## src/rtl/shaft_odometer_if.sv

```systemverilog
// Command handshake and status bundle for shaft_odometer.
interface shaft_odometer_if #(
  parameter int unsigned CNT_W = 16
);
  logic             cmd_valid;
  logic             cmd_ready;
  logic [CNT_W-1:0] cmd_target;
  logic             done;
  logic             stall;
  logic             running;
  logic [CNT_W-1:0] cnt_l;
  logic [CNT_W-1:0] cnt_r;

  modport master (
    output cmd_valid, cmd_target,
    input  cmd_ready, done, stall, running, cnt_l, cnt_r
  );

  modport slave (
    input  cmd_valid, cmd_target,
    output cmd_ready, done, stall, running, cnt_l, cnt_r
  );
endinterface

```

## src/rtl/shaft_odometer.sv

```systemverilog
// Shaft-encoder odometer: sync/debounce, per-wheel totals, one "move N ticks" command at a time.
// Optional stall abort enabled by defining SHAFT_ODOMETER_STALL_DETECT_EN.
module shaft_odometer #(
  parameter int unsigned DEBOUNCE_CYCLES = 50_000,
  parameter int unsigned CNT_W           = 16,
  parameter int unsigned STALL_CYCLES    = 25_000_000
) (
  input  logic           clk,
  input  logic           rst,
  input  logic           shaftPulseL,
  input  logic           shaftPulseR,
  shaft_odometer_if.slave bus
);
  localparam int unsigned DBC_W = $clog2(DEBOUNCE_CYCLES + 1);

  typedef enum logic [1:0] {IDLE, RUN, DONE} state_e;

  state_e           state_q, state_d;
  logic [1:0]       sync1_q, sync1_d, sync2_q, sync2_d;
  logic [1:0]       filt_q, filt_d, tick_q, tick_d;
  logic [1:0]       init_q, init_d;
  logic [DBC_W-1:0] dbc_q [2];
  logic [DBC_W-1:0] dbc_d [2];
  logic [CNT_W-1:0] cnt_q [2];
  logic [CNT_W-1:0] cnt_d [2];
  logic [CNT_W-1:0] seg_q [2];
  logic [CNT_W-1:0] seg_d [2];
  logic [CNT_W-1:0] target_q, target_d;
  logic             ge_q, ge_d, ready_q, ready_d, done_q, done_d;
  logic             running_q, running_d, stall_q, stall_d;
  logic             accept, stall_evt;

  // Input sync, debounce filter, tick detect and free-running totals (index 0 = left, 1 = right)
  always_comb begin
    sync1_d = {shaftPulseR, shaftPulseL};
    sync2_d = sync1_q;
    init_d  = (init_q != 2'd0) ? init_q - 2'd1 : init_q;
    for (int i = 0; i < 2; i++) begin
      filt_d[i] = filt_q[i];
      dbc_d[i]  = '0;
      // Preload with the value the sync stage is about to present, so a wheel resting high never ticks
      if (init_q != 2'd0) begin
        filt_d[i] = sync2_d[i];
      end else if (sync2_q[i] != filt_q[i]) begin
        if (dbc_q[i] == DBC_W'(DEBOUNCE_CYCLES - 1)) filt_d[i] = ~filt_q[i];
        else                                         dbc_d[i]  = dbc_q[i] + DBC_W'(1);
      end
      tick_d[i] = filt_d[i] & ~filt_q[i] & (init_q == 2'd0);
      cnt_d[i]  = cnt_q[i] + CNT_W'(tick_q[i]);
    end
  end

  // Command FSM and segment counters
  always_comb begin
    state_d  = state_q;
    target_d = target_q;
    stall_d  = stall_q;
    accept   = 1'b0;
    for (int i = 0; i < 2; i++) begin
      seg_d[i] = seg_q[i];
      if (state_q == RUN && tick_q[i] && seg_q[i] != {CNT_W{1'b1}}) seg_d[i] = seg_q[i] + CNT_W'(1);
    end
    case (state_q)
      IDLE: begin
        if (bus.cmd_valid && ready_q) begin
          accept   = 1'b1;
          target_d = bus.cmd_target;
          stall_d  = 1'b0;
          state_d  = (bus.cmd_target == '0) ? DONE : RUN;
        end
      end
      RUN: begin
        if (ge_q) begin
          state_d = DONE;
        end else if (stall_evt) begin
          state_d = IDLE;
          stall_d = 1'b1;
        end
      end
      DONE:    state_d = IDLE;
      default: state_d = IDLE;
    endcase
    if (accept) begin
      seg_d[0] = '0;
      seg_d[1] = '0;
    end
    // Compare registered against next segment values: done lands two cycles after the final tick
    ge_d      = (seg_d[0] >= target_d) && (seg_d[1] >= target_d);
    ready_d   = (state_d == IDLE);
    done_d    = (state_d == DONE);
    running_d = (state_d == RUN);
  end

`ifdef SHAFT_ODOMETER_STALL_DETECT_EN
  localparam int unsigned STL_W = $clog2(STALL_CYCLES + 1);

  logic [STL_W-1:0] tmr_q [2];
  logic [STL_W-1:0] tmr_d [2];

  // Per-wheel tick-free timers, only running while that wheel is still short of target
  always_comb begin
    stall_evt = 1'b0;
    for (int i = 0; i < 2; i++) begin
      tmr_d[i] = tmr_q[i];
      if (accept || tick_q[i]) begin
        tmr_d[i] = '0;
      end else if (state_q == RUN && seg_q[i] < target_q && tmr_q[i] != STL_W'(STALL_CYCLES)) begin
        tmr_d[i] = tmr_q[i] + STL_W'(1);
      end
      if (state_q == RUN && tmr_q[i] == STL_W'(STALL_CYCLES)) stall_evt = 1'b1;
    end
  end

  always_ff @(posedge clk) begin
    for (int i = 0; i < 2; i++) begin
      if (rst) tmr_q[i] <= '0;
      else     tmr_q[i] <= tmr_d[i];
    end
  end
`else
  assign stall_evt = 1'b0;
`endif

  always_ff @(posedge clk) begin
    if (rst) begin
      state_q   <= IDLE;
      sync1_q   <= '0;
      sync2_q   <= '0;
      filt_q    <= '0;
      tick_q    <= '0;
      init_q    <= 2'd2;
      target_q  <= '0;
      ge_q      <= 1'b0;
      ready_q   <= 1'b0;
      done_q    <= 1'b0;
      running_q <= 1'b0;
      stall_q   <= 1'b0;
      for (int i = 0; i < 2; i++) begin
        dbc_q[i] <= '0;
        cnt_q[i] <= '0;
        seg_q[i] <= '0;
      end
    end else begin
      state_q   <= state_d;
      sync1_q   <= sync1_d;
      sync2_q   <= sync2_d;
      filt_q    <= filt_d;
      tick_q    <= tick_d;
      init_q    <= init_d;
      target_q  <= target_d;
      ge_q      <= ge_d;
      ready_q   <= ready_d;
      done_q    <= done_d;
      running_q <= running_d;
      stall_q   <= stall_d;
      for (int i = 0; i < 2; i++) begin
        dbc_q[i] <= dbc_d[i];
        cnt_q[i] <= cnt_d[i];
        seg_q[i] <= seg_d[i];
      end
    end
  end

  assign bus.cmd_ready = ready_q;
  assign bus.done      = done_q;
  assign bus.stall     = stall_q;
  assign bus.running   = running_q;
  assign bus.cnt_l     = cnt_q[0];
  assign bus.cnt_r     = cnt_q[1];
endmodule

```

## src/flat_wrapper.sv

```systemverilog
// flat-port wrapper written by rule: the top's interface ports become plain ports
module shaft_odometer_flat 
#(
  parameter int unsigned DEBOUNCE_CYCLES = 50_000,
  parameter int unsigned CNT_W           = 16,
  parameter int unsigned STALL_CYCLES    = 25_000_000
)
  (clk, rst, shaftPulseL, shaftPulseR, bus_cmd_valid, bus_cmd_target, bus_cmd_ready, bus_done, bus_stall, bus_running, bus_cnt_l, bus_cnt_r);
  shaft_odometer_if #(.CNT_W(CNT_W)) bus_i ();
  input  logic clk;
  input  logic rst;
  input  logic shaftPulseL;
  input  logic shaftPulseR;
  input wire logic [$bits(bus_i.cmd_valid)-1:0] bus_cmd_valid;
  input wire logic [$bits(bus_i.cmd_target)-1:0] bus_cmd_target;
  output wire logic [$bits(bus_i.cmd_ready)-1:0] bus_cmd_ready;
  output wire logic [$bits(bus_i.done)-1:0] bus_done;
  output wire logic [$bits(bus_i.stall)-1:0] bus_stall;
  output wire logic [$bits(bus_i.running)-1:0] bus_running;
  output wire logic [$bits(bus_i.cnt_l)-1:0] bus_cnt_l;
  output wire logic [$bits(bus_i.cnt_r)-1:0] bus_cnt_r;
  assign bus_i.cmd_valid = bus_cmd_valid;
  assign bus_i.cmd_target = bus_cmd_target;
  assign bus_cmd_ready = bus_i.cmd_ready;
  assign bus_done = bus_i.done;
  assign bus_stall = bus_i.stall;
  assign bus_running = bus_i.running;
  assign bus_cnt_l = bus_i.cnt_l;
  assign bus_cnt_r = bus_i.cnt_r;
  shaft_odometer #(.DEBOUNCE_CYCLES(DEBOUNCE_CYCLES), .CNT_W(CNT_W), .STALL_CYCLES(STALL_CYCLES)) u_core (.clk(clk), .rst(rst), .shaftPulseL(shaftPulseL), .shaftPulseR(shaftPulseR), .bus(bus_i));
endmodule
```

## config.mk

```make
export PLATFORM = sky130hd
export DESIGN_NAME = shaft_odometer_flat
export DESIGN_NICKNAME = d
export VERILOG_FILES = /design/src/rtl/shaft_odometer_if.sv /design/src/rtl/shaft_odometer.sv /design/src/flat_wrapper.sv
export SDC_FILE = /design/constraint.sdc
export NUM_CORES = 1
export LEC_CHECK = 0
export CAP_MARGIN = 20
export CORE_MARGIN = 2
export CORE_UTILIZATION = 45
export CTS_BUF_LIST = sky130_fd_sc_hd__clkbuf_16
export DETAILED_ROUTE_END_ITERATION = 7
export PLACE_DENSITY = 0.63
export SLEW_MARGIN = 20
export SYNTH_ARGS = -nofsm -noshare
export SYNTH_HDL_FRONTEND = slang
export SYNTH_SLANG_ARGS = --single-unit
```

## constraint.sdc

```tcl
create_clock -name clk -period 4.36 [get_ports clk]
set_input_delay 0.654 -clock clk [delete_from_list [all_inputs] [get_ports clk]]
set_output_delay 0.654 -clock clk [all_outputs]
set_load 0.05 [all_outputs]
```

# [Yosys cells after proc, flatten, opt, wreduce, memory -nomap -nowiden]
# Memory sizes are Yosys's and may differ from the RTL's.
# Index checks and enable logic that the tools add are counted.
# Widths: inputs -> output; s select.
[totals] elab_cells=87 ff_bits=32 ram_bits=96 n_memories=3
[classes] bitwise_logic=12 eq_ne=9 reduce_logical=11 n_lt_le_gt_ge=2 muxes=32 addsub=7
[memory_table] name="u_core.cnt_q" words=2 width=16 rd=2 rd_clocked_by_memory_dff=0 write_ports=2 line_no="shaft_odometer.sv:24" rtl="logic [CNT_W-1:0] cnt_q [2];"
[memory_table] name="u_core.dbc_q" words=2 width=16 rd=2 rd_clocked_by_memory_dff=0 write_ports=2 line_no="shaft_odometer.sv:22" rtl="logic [DBC_W-1:0] dbc_q [2];"
[memory_table] name="u_core.seg_q" words=2 width=16 rd=2 rd_clocked_by_memory_dff=0 write_ports=2 line_no="shaft_odometer.sv:26" rtl="logic [CNT_W-1:0] seg_q [2];"
[ops] op="$mux 16" n=16
[ops] op="$add 16x1->16 const B" n=4
[ops] op="$add 16x1->16" n=2
[ops] op="$eq 16x16->1 const B" n=2
[ops] op="$ge 16x16->1" n=2
[ops] op="$mux 32" n=1
[ops] op="$ne 16x16->1 const B" n=2
[ops] op="$logic_not 16->1" n=1
[ops] op="$mux 1" n=11
[ops] op="$logic_and 1x1->1" n=6
[ops] op="$logic_not 2->1" n=3
[ops] op="$mux 2" n=3
[ops] op="$or 1x1->1" n=6
[ops] op="$and 1x1->1" n=4
[ops] op="$eq 2x1->1 const B" n=2
[ops] op="$pmux 2 s2" n=1
[ops] op="$eq 2x2->1 const B" n=1
[ops] op="$ne 1x1->1" n=2
[ops] op="$not 1->1" n=2
[ops] op="$reduce_bool 2->1" n=1
[ops] op="$sub 2x1->2 const B" n=1

# [Logic depth before layout (Yosys ltp)]
# Gate-level depths: netlist (run 1).
[logic_depth] ltp_word=7 ltp_mapped=13 mapped_depth_nobuf=12

# [Least setup slack after synthesis (run 1)]
# Ideal clock, no wire load.
[synth_path] path_kind="register to register" start="reg u_core.ready_q (netlist: u_core.bus.cmd_ready)" end="reg u_core.ge_q" path_buffers=2 arrival_ns=2.605 required_time_ns=4.302 path_stages_with_launch=10 synth_period_minus_slack_ns=2.664 setup_slack_ns=1.696 cell_sequence="dfxtp_1 -> and3_1 -> buf_2 -> clkbuf_1 -> nor2_1 -> ha_1 -> o211ai_1 -> a211o_1 -> a2111oi_0 -> o22a_1"
[synth_lines] item="start, declared" line_no="shaft_odometer.sv:29" rtl="logic ge_q, ge_d, ready_q, ready_d, done_q, done_d;"
[synth_lines] item="start signal, assigned" line_no="shaft_odometer.sv:152" rtl="ready_q <= ready_d;"
[synth_lines] item="end signal, assigned" line_no="shaft_odometer.sv:151" rtl="ge_q <= ge_d;"
[synth_lines] item="end, declared" line_no="shaft_odometer.sv:29"

==> out/results.txt, run 1 <==
Status - complete, no violations
Tightest Hold Check Type - reg -> reg
Total congestion overflow - 0
Maximum clock skew at final layout - 0.00617 ns
Synthesized-area fraction occupied by adder cells - 8.23%
Net count of the finished layout - 822
Worst slew margin relative to its limit - 50.0%
Reg-to-reg slack, setup - 1.07 ns
Max-capacitance violation count - 0
Final Hold Fails - 0
Cell chosen for the clock root - clkbuf_16
Post-Synth XOR/XNOR Area - 12.1%
Number of max-slew violations in the final report - 0
Synth cell types - 51
Fmax - 304 MHz
Critical Path End - u_core.ge_q
Detail-routed net length per standard cell - 13.9 um
Switching share of power - 23.6%
Commonest non-fill, non-tap cell in the layout - nor2_1
CTS Hold Bufs - 0
Number of diodes - 0
Pin count of the biggest net entering global routing - 44
Worst Setup Start Kind - register
Full die area - 0.0148 sq mm
Seq. cell area - 0.00256 sq mm
Most used cells in the layout excluding fill and tap cells - nor2_1 (163), dfxtp_1 (128), clkdlybuf4s50_1 (54)
Synthesized flop and latch total - 128
Worst path setup slack after routing - 1.07 ns
Mux contribution to synthesized area - 3.53%
Netlist area before placement - 0.00624 sq mm
Post-cts repair resize count - 0
Boundary pin count - 57
Synth Area in Compound Gates - 5.44%
Final setup violation count - 0
Combinational group share of total power - 7.3%
Total routed wirelength - 13,300 um
Global-route wire length before repair - 22,700 um
Clock buffers created by TritonCTS - 17
Die Y-Extent - 122 um
Number of vias in the routed layout - 4,998
Clock insertion delay at the later pin of the skew report - 0.42 ns
Die boundary width - 122 um
Net switching power - 670 uW
Share of final-layout standard cells stronger than drive strength 1 - 5.69%
RSZ-0062 raised after global routing - false
Overall Global Routing Usage - 19.3%
Sequential cell area fraction in the yosys report - 41.1%
Detailed Routing Iterations Pass 1 - 4
Shortest clock period the worst path allows after layout - 3.29 ns
Non-filler instance count after layout - 953
Fraction of power consumed by sequential logic - 42.7%
Worst reg2reg startpoint - u_core.seg_q[0][18]
Worst-Margin Slew - 0.746 ns
Post-synthesis share of cell area spent on and, or, nand and nor gates - 26.6%
Lkg Pwr - 2.83 nW
Level count of the clock H-tree - 4
Routed via count divided by cell count - 5.24
Filler instances - 1,286
Core region area - 0.0137 sq mm
Data arrival time of the critical path - 3.60 ns
Critical path required time - 4.67 ns
Worst voltage drop across the vdd grid - 0.000263 V
Logic depth of the worst register-to-register path - 10
Main combinational cell family by area after synthesis - simple AND/OR/NAND/NOR gates
Setup_tns - 0 ns
First-iteration detailed-routing DRC count - 261
Crit path launch - u_core.seg_q[0][18]
Footprint of the multi-input gates - 0.00349 sq mm
Internal portion of total power - 2.17 mW
Pwr Density - 380 mW/mm^2
Part of the total power dissipated in the clock network - 50.0%
Port bufs - 55
Share of the clock period used by the worst path - 75.4%
Capture instance of the worst register-to-register path - u_core.ge_q
TritonCTS clock tree - done
Core Rows - 43
Critical setup path kind - reg -> reg
Vias in the first global route - 4,868
PnR Total Power - 2.84 mW
Detail Route Antenna Nets - 0
Register clock-pin slew on the reported worst setup and hold paths - 0.06 ns
Kind of capture point of the worst setup path - register
Count of yosys warnings during synthesis - 0
Syn Inst Count - 711
Area growth from synthesis to layout - 19.9%
Count of clock tree sinks - 128
Critical path peak fanout - 12
Count of unresolved DRC violations after routing - 0
Worst slack after detailed placement - 0.844 ns
Maximum root-to-sink buffer count - 2
Placed insts - 921
Number of setup buffers added after CTS - 0
Estimated wirelength of the detail-placed design - 9640 um
Starting density of the core - 45.5%
Average cell area after synthesis - 8.77 sq um
Net count of the mapped netlist - 773
Placer Congestion - 0.855
End-of-flow core utilization - 54.5%
Number of antenna violations at the first check in global routing - 0
## worst max-delay path, cell delays in order, from the launching register on
cell and delay [ns]:
dfxtp_1 0.41, nand4_1 0.27, nor3_2 0.70, a21boi_1 0.22, xor2_1 0.23, nand2_1 0.08
ha_1 0.28, nand2b_1 0.15, a2111oi_0 0.53, o41ai_1 0.16, o22a_1 0.17
## power groups by stage
stage	registers, mW	logic, mW	clock network (mW)
finish	1.21	0.208	1.42
global route	1.22	0.236	1.51
CTS	1.21	0.210	1.45
detailed placement	1.24	0.209	0
global placement	1.24	0.198	0
floorplan	1.24	0.145	0
## Yosys cell counts, drive strengths merged
library cell	count	area share, %
a2111oi	4	0.96
a211o	1	0.14
a211oi	10	1.2
a21boi	1	0.12
a21o	1	0.12
a21oi	16	1.3
a31oi	2	0.20
a41oi	1	0.14
and2	3	0.30
and3	20	2.0
and3b	1	0.14
and4	10	1.4
buf	11	1.4
clkbuf	16	0.96
conb	1	0.060
dfxtp	128	41
ha	41	8.2
inv	11	0.66
mux2i	22	3.5
nand2	43	2.7
nand2b	4	0.40
nand3	39	3.1
nand3b	1	0.12
nand4	22	2.2
nand4b	1	0.14
nor2	164	9.9
nor2b	12	1.2
nor3	7	0.64
nor3b	1	0.12
nor4	11	1.2
nor4bb	1	0.16
o2111ai	1	0.14
o211ai	2	0.24
o21a	1	0.12
o21ai	6	0.48
o22a	1	0.14
o41ai	1	0.14
or2	3	0.30
or3	3	0.30
or4	1	0.18
xnor2	35	4.9
xor2	51	7.2
## per-layer routing
metal	share of wire [%]	wire length, um	global-route usage, %	vias up
met3	3.8	499	5.10	22
li1	-	-	-	2534
met4	1.6	217	7.11	0
met2	48	6340	31.7	80
met5	0	0	0	-
met1	47	6200	24.4	2362
## registers in the layout, indices dropped and copies added, names as in the netlist, 2 cells and up
name and count:
u_core.tick_q 2, u_core.sync2_q 2, u_core.init_q 2, u_core.state_q 2, u_core.seg_q 32, u_core.sync1_q 2
u_core.dbc_q 32, u_core.cnt_q 32, u_core.target_q 16, u_core.filt_q 2
## stage by stage
step                hold WS, ns  area [sq um]
floorplan                 0.426          6240
global placement          0.439          6880
detailed placement        0.454          6880
CTS                       0.467          7470
global route              0.497          7470
finish                    0.466          7470
## cell type report
type	instances	share of cell area, %
multi-input combinational	545	46.7
clock inverter	15	2.26
sequential	128	34.3
tap	180	3.01
timing repair buffer	57	7.50
inverter	11	0.552
clock buffer	17	5.69
## cell families (layout without fill, tap and decap cells)
logic type / after synthesis / in the layout
DFF: 128 / 128
AOI/OAI and AO/OA: 48 / 48
buffers and inverters: 38 / 100
xor gates and xnor gates: 86 / 86
other: 1 / 1
and+or+nand+nor: 347 / 347
adders and majority gates: 41 / 41
muxes: 22 / 22
## worst min path at each step
stage / startpoint / endpoint / slack (ns) / depth (start not counted)
2_1_floorplan: u_core.dbc_q[0][16] / u_core.dbc_q[0][16] / 0.43 / 1
3_3_place_gp: u_core.dbc_q[0][16] / u_core.dbc_q[0][16] / 0.44 / 1
3_5_place_dp: u_core.dbc_q[0][16] / u_core.dbc_q[0][16] / 0.45 / 1
4_1_cts: u_core.dbc_q[0][16] / u_core.dbc_q[0][16] / 0.47 / 1
5_1_grt: u_core.sync1_q[1] / u_core.sync2_q[1] / 0.50 / 1
6_report: u_core.dbc_q[0][16] / u_core.dbc_q[0][16] / 0.47 / 1
Note: power is estimated with default switching activity, not from simulation.
==> run 2, diff against run 1 <==
--- a/config.mk
+++ b/config.mk
@@ -10,7 +10,7 @@
 export CORE_UTILIZATION = 45
 export CTS_BUF_LIST = sky130_fd_sc_hd__clkbuf_16
 export DETAILED_ROUTE_END_ITERATION = 7
-export PLACE_DENSITY = 0.63
+export PLACE_DENSITY = 0.65
 export SLEW_MARGIN = 20
 export SYNTH_ARGS = -nofsm -noshare
 export SYNTH_HDL_FRONTEND = slang
==> constraint.sdc (replaced) <==
create_clock -name clk -period 2.97 [get_ports clk]
set_input_delay 0.4455 -clock clk [delete_from_list [all_inputs] [get_ports clk]]
set_output_delay 0.4455 -clock clk [all_outputs]
set_load 0.05 [all_outputs]
==> out/results.txt, run 2 (synthesis gave the netlist of run 1 again) <==
Commonest non-fill, non-tap cell in the layout - nor2_1
PnR Total Power - 4.34 mW
Boundary pin count - 57
TritonCTS clock tree - done
Clock buffers created by TritonCTS - 17
Vias in the first global route - 5,067
Worst path setup slack after routing - 0.168 ns
Placed insts - 939
Number of vias in the routed layout - 5,098
Die boundary width - 122 um
Critical path peak fanout - 4
Maximum clock skew at final layout - 0.0144 ns
Worst voltage drop across the vdd grid - 0.000533 V
Critical setup path kind - reg -> reg
Tightest Hold Check Type - in -> reg
Share of final-layout standard cells stronger than drive strength 1 - 9.47%
First-iteration detailed-routing DRC count - 361
Fmax - 357 MHz
Critical path required time - 3.32 ns
Total routed wirelength - 14,100 um
Top Registers - u_core.cnt_q (32), u_core.dbc_q (32), u_core.seg_q (32)
Most used cells in the layout excluding fill and tap cells - nor2_1 (161), dfxtp_1 (127), clkdlybuf4s50_1 (54)
Crit path max-delay family - simple AND/OR/NAND/NOR gates
Crit path launch - u_core.seg_q[0][17]
Number of diodes - 0
Worst slew margin relative to its limit - 58.4%
Pin count of the biggest net entering global routing - 39
Status - complete, no violations
Worst Setup Start Kind - register
Worst-Margin Slew - 0.618 ns
Kind of capture point of the worst setup path - register
CTS Hold Bufs - 0
Most Frequent Cell on Critical Path - nor2_1
Max-capacitance violation count - 0
Bufs and invs on worst path - 0
Routed via count divided by cell count - 5.24
Non-filler instance count after layout - 972
Count of clock tree sinks - 128
Maximum root-to-sink buffer count - 2
Core Rows - 43
Core region area - 0.0137 sq mm
Setup_tns - 0 ns
Level count of the clock H-tree - 4
Detail Route Antenna Nets - 0
Die Y-Extent - 122 um
Count of unresolved DRC violations after routing - 0
Clock insertion delay at the later pin of the skew report - 0.42 ns
Lkg Pwr - 2.94 nW
Worst reg2reg startpoint - u_core.seg_q[0][17]
Cell chosen for the clock root - clkbuf_16
Share of the clock period used by the worst path - 94.3%
Starting density of the core - 45.5%
Critical path, cell by cell - ha_2 -> nand4b_1 -> a21oi_2 -> nand4_1 -> xor2_2 -> nor2_1 -> ha_1 -> nand3_1 -> nor2_1 -> nand2_1 -> o41ai_1 -> o22a_1
Area growth from synthesis to layout - 23.8%
Slowest cell delay on critical path - 0.38 ns
Port bufs - 55
Detailed Routing Iterations Pass 1 - 4
Data arrival time of the critical path - 3.16 ns
Detail-routed net length per standard cell - 14.6 um
Total congestion overflow - 0
Global-route wire length before repair - 23,700 um
Pwr Density - 562 mW/mm^2
Overall Global Routing Usage - 20.0%
Number of antenna violations at the first check in global routing - 0
Estimated wirelength of the detail-placed design - 10,300 um
Worst slack after detailed placement - 0.0864 ns
Final Hold Fails - 0
Placer Congestion - 0.887
Net count of the finished layout - 841
Full die area - 0.0148 sq mm
Shortest clock period the worst path allows after layout - 2.80 ns
Worst hold path startpoint - rst
Final setup violation count - 0
Cell with the largest stage delay on the worst path - dfxtp_1
Number of max-slew violations in the final report - 0
Register clock-pin slew on the reported worst setup and hold paths - 0.06 ns
run 2: changes by cell type in the layout (fill, tap and decap cells not counted), sizes merged:
| cell | delta |
|---|---|
| buf | +19 |
| inv | +4 |
| clkinv | -3 |
| clkinvlp | -2 |
| bufinv | +1 |
run 2: path summary, 6_finish.rpt:
path                              end  slack (ns)  depth (start not counted)
setup reg to reg          u_core.ge_q        0.17                         12
hold reg to reg   u_core.dbc_q[0][16]        0.47                          1
hold / removal    u_core.cnt_q[0][31]        0.39                          2
setup / recovery          u_core.ge_q        0.17                         12
run 2: what timing repair did:
item,CTS,global route
endpoints found under the setup margin,0,1
buffers inserted,0,1
gates resized for setup,0,15
run 2: where the power goes:
part,internal (mW),switching (mW)
registers,1.76,0.0218
clock network,1.41,0.810
logic,0.144,0.193
total,3.31,1.02
run 2: per-layer routing:
layer  global-route usage [%]  share of wire (%)  up-vias
met2                     33.4                 49       82
li1                         -                  -     2583
met4                     6.61                1.6        0
met1                     25.5                 46     2418
met5                        0                  0        -
met3                     4.87                3.4       15
run 2: layout make-up:
cell class              count  area, sq um
fillers                  1232         6000
repair buffers             76          716
inverters                  11         41.3
clock inverters            15          204
multi-input cells         545         3540
flip-flops and latches    128         2560
clock buffers              17          425
well taps                 180          225
run 2: through the flow:
stage,instance area (sq um),hold slack [ns],util (%)
6_report,7720,0.391,56.3
5_1_grt,7720,0.406,56.3
4_1_cts,7650,0.391,55.8
3_5_place_dp,7030,0.460,51.2
3_3_place_gp,7030,0.440,51.2
2_1_floorplan,6240,0.426,-
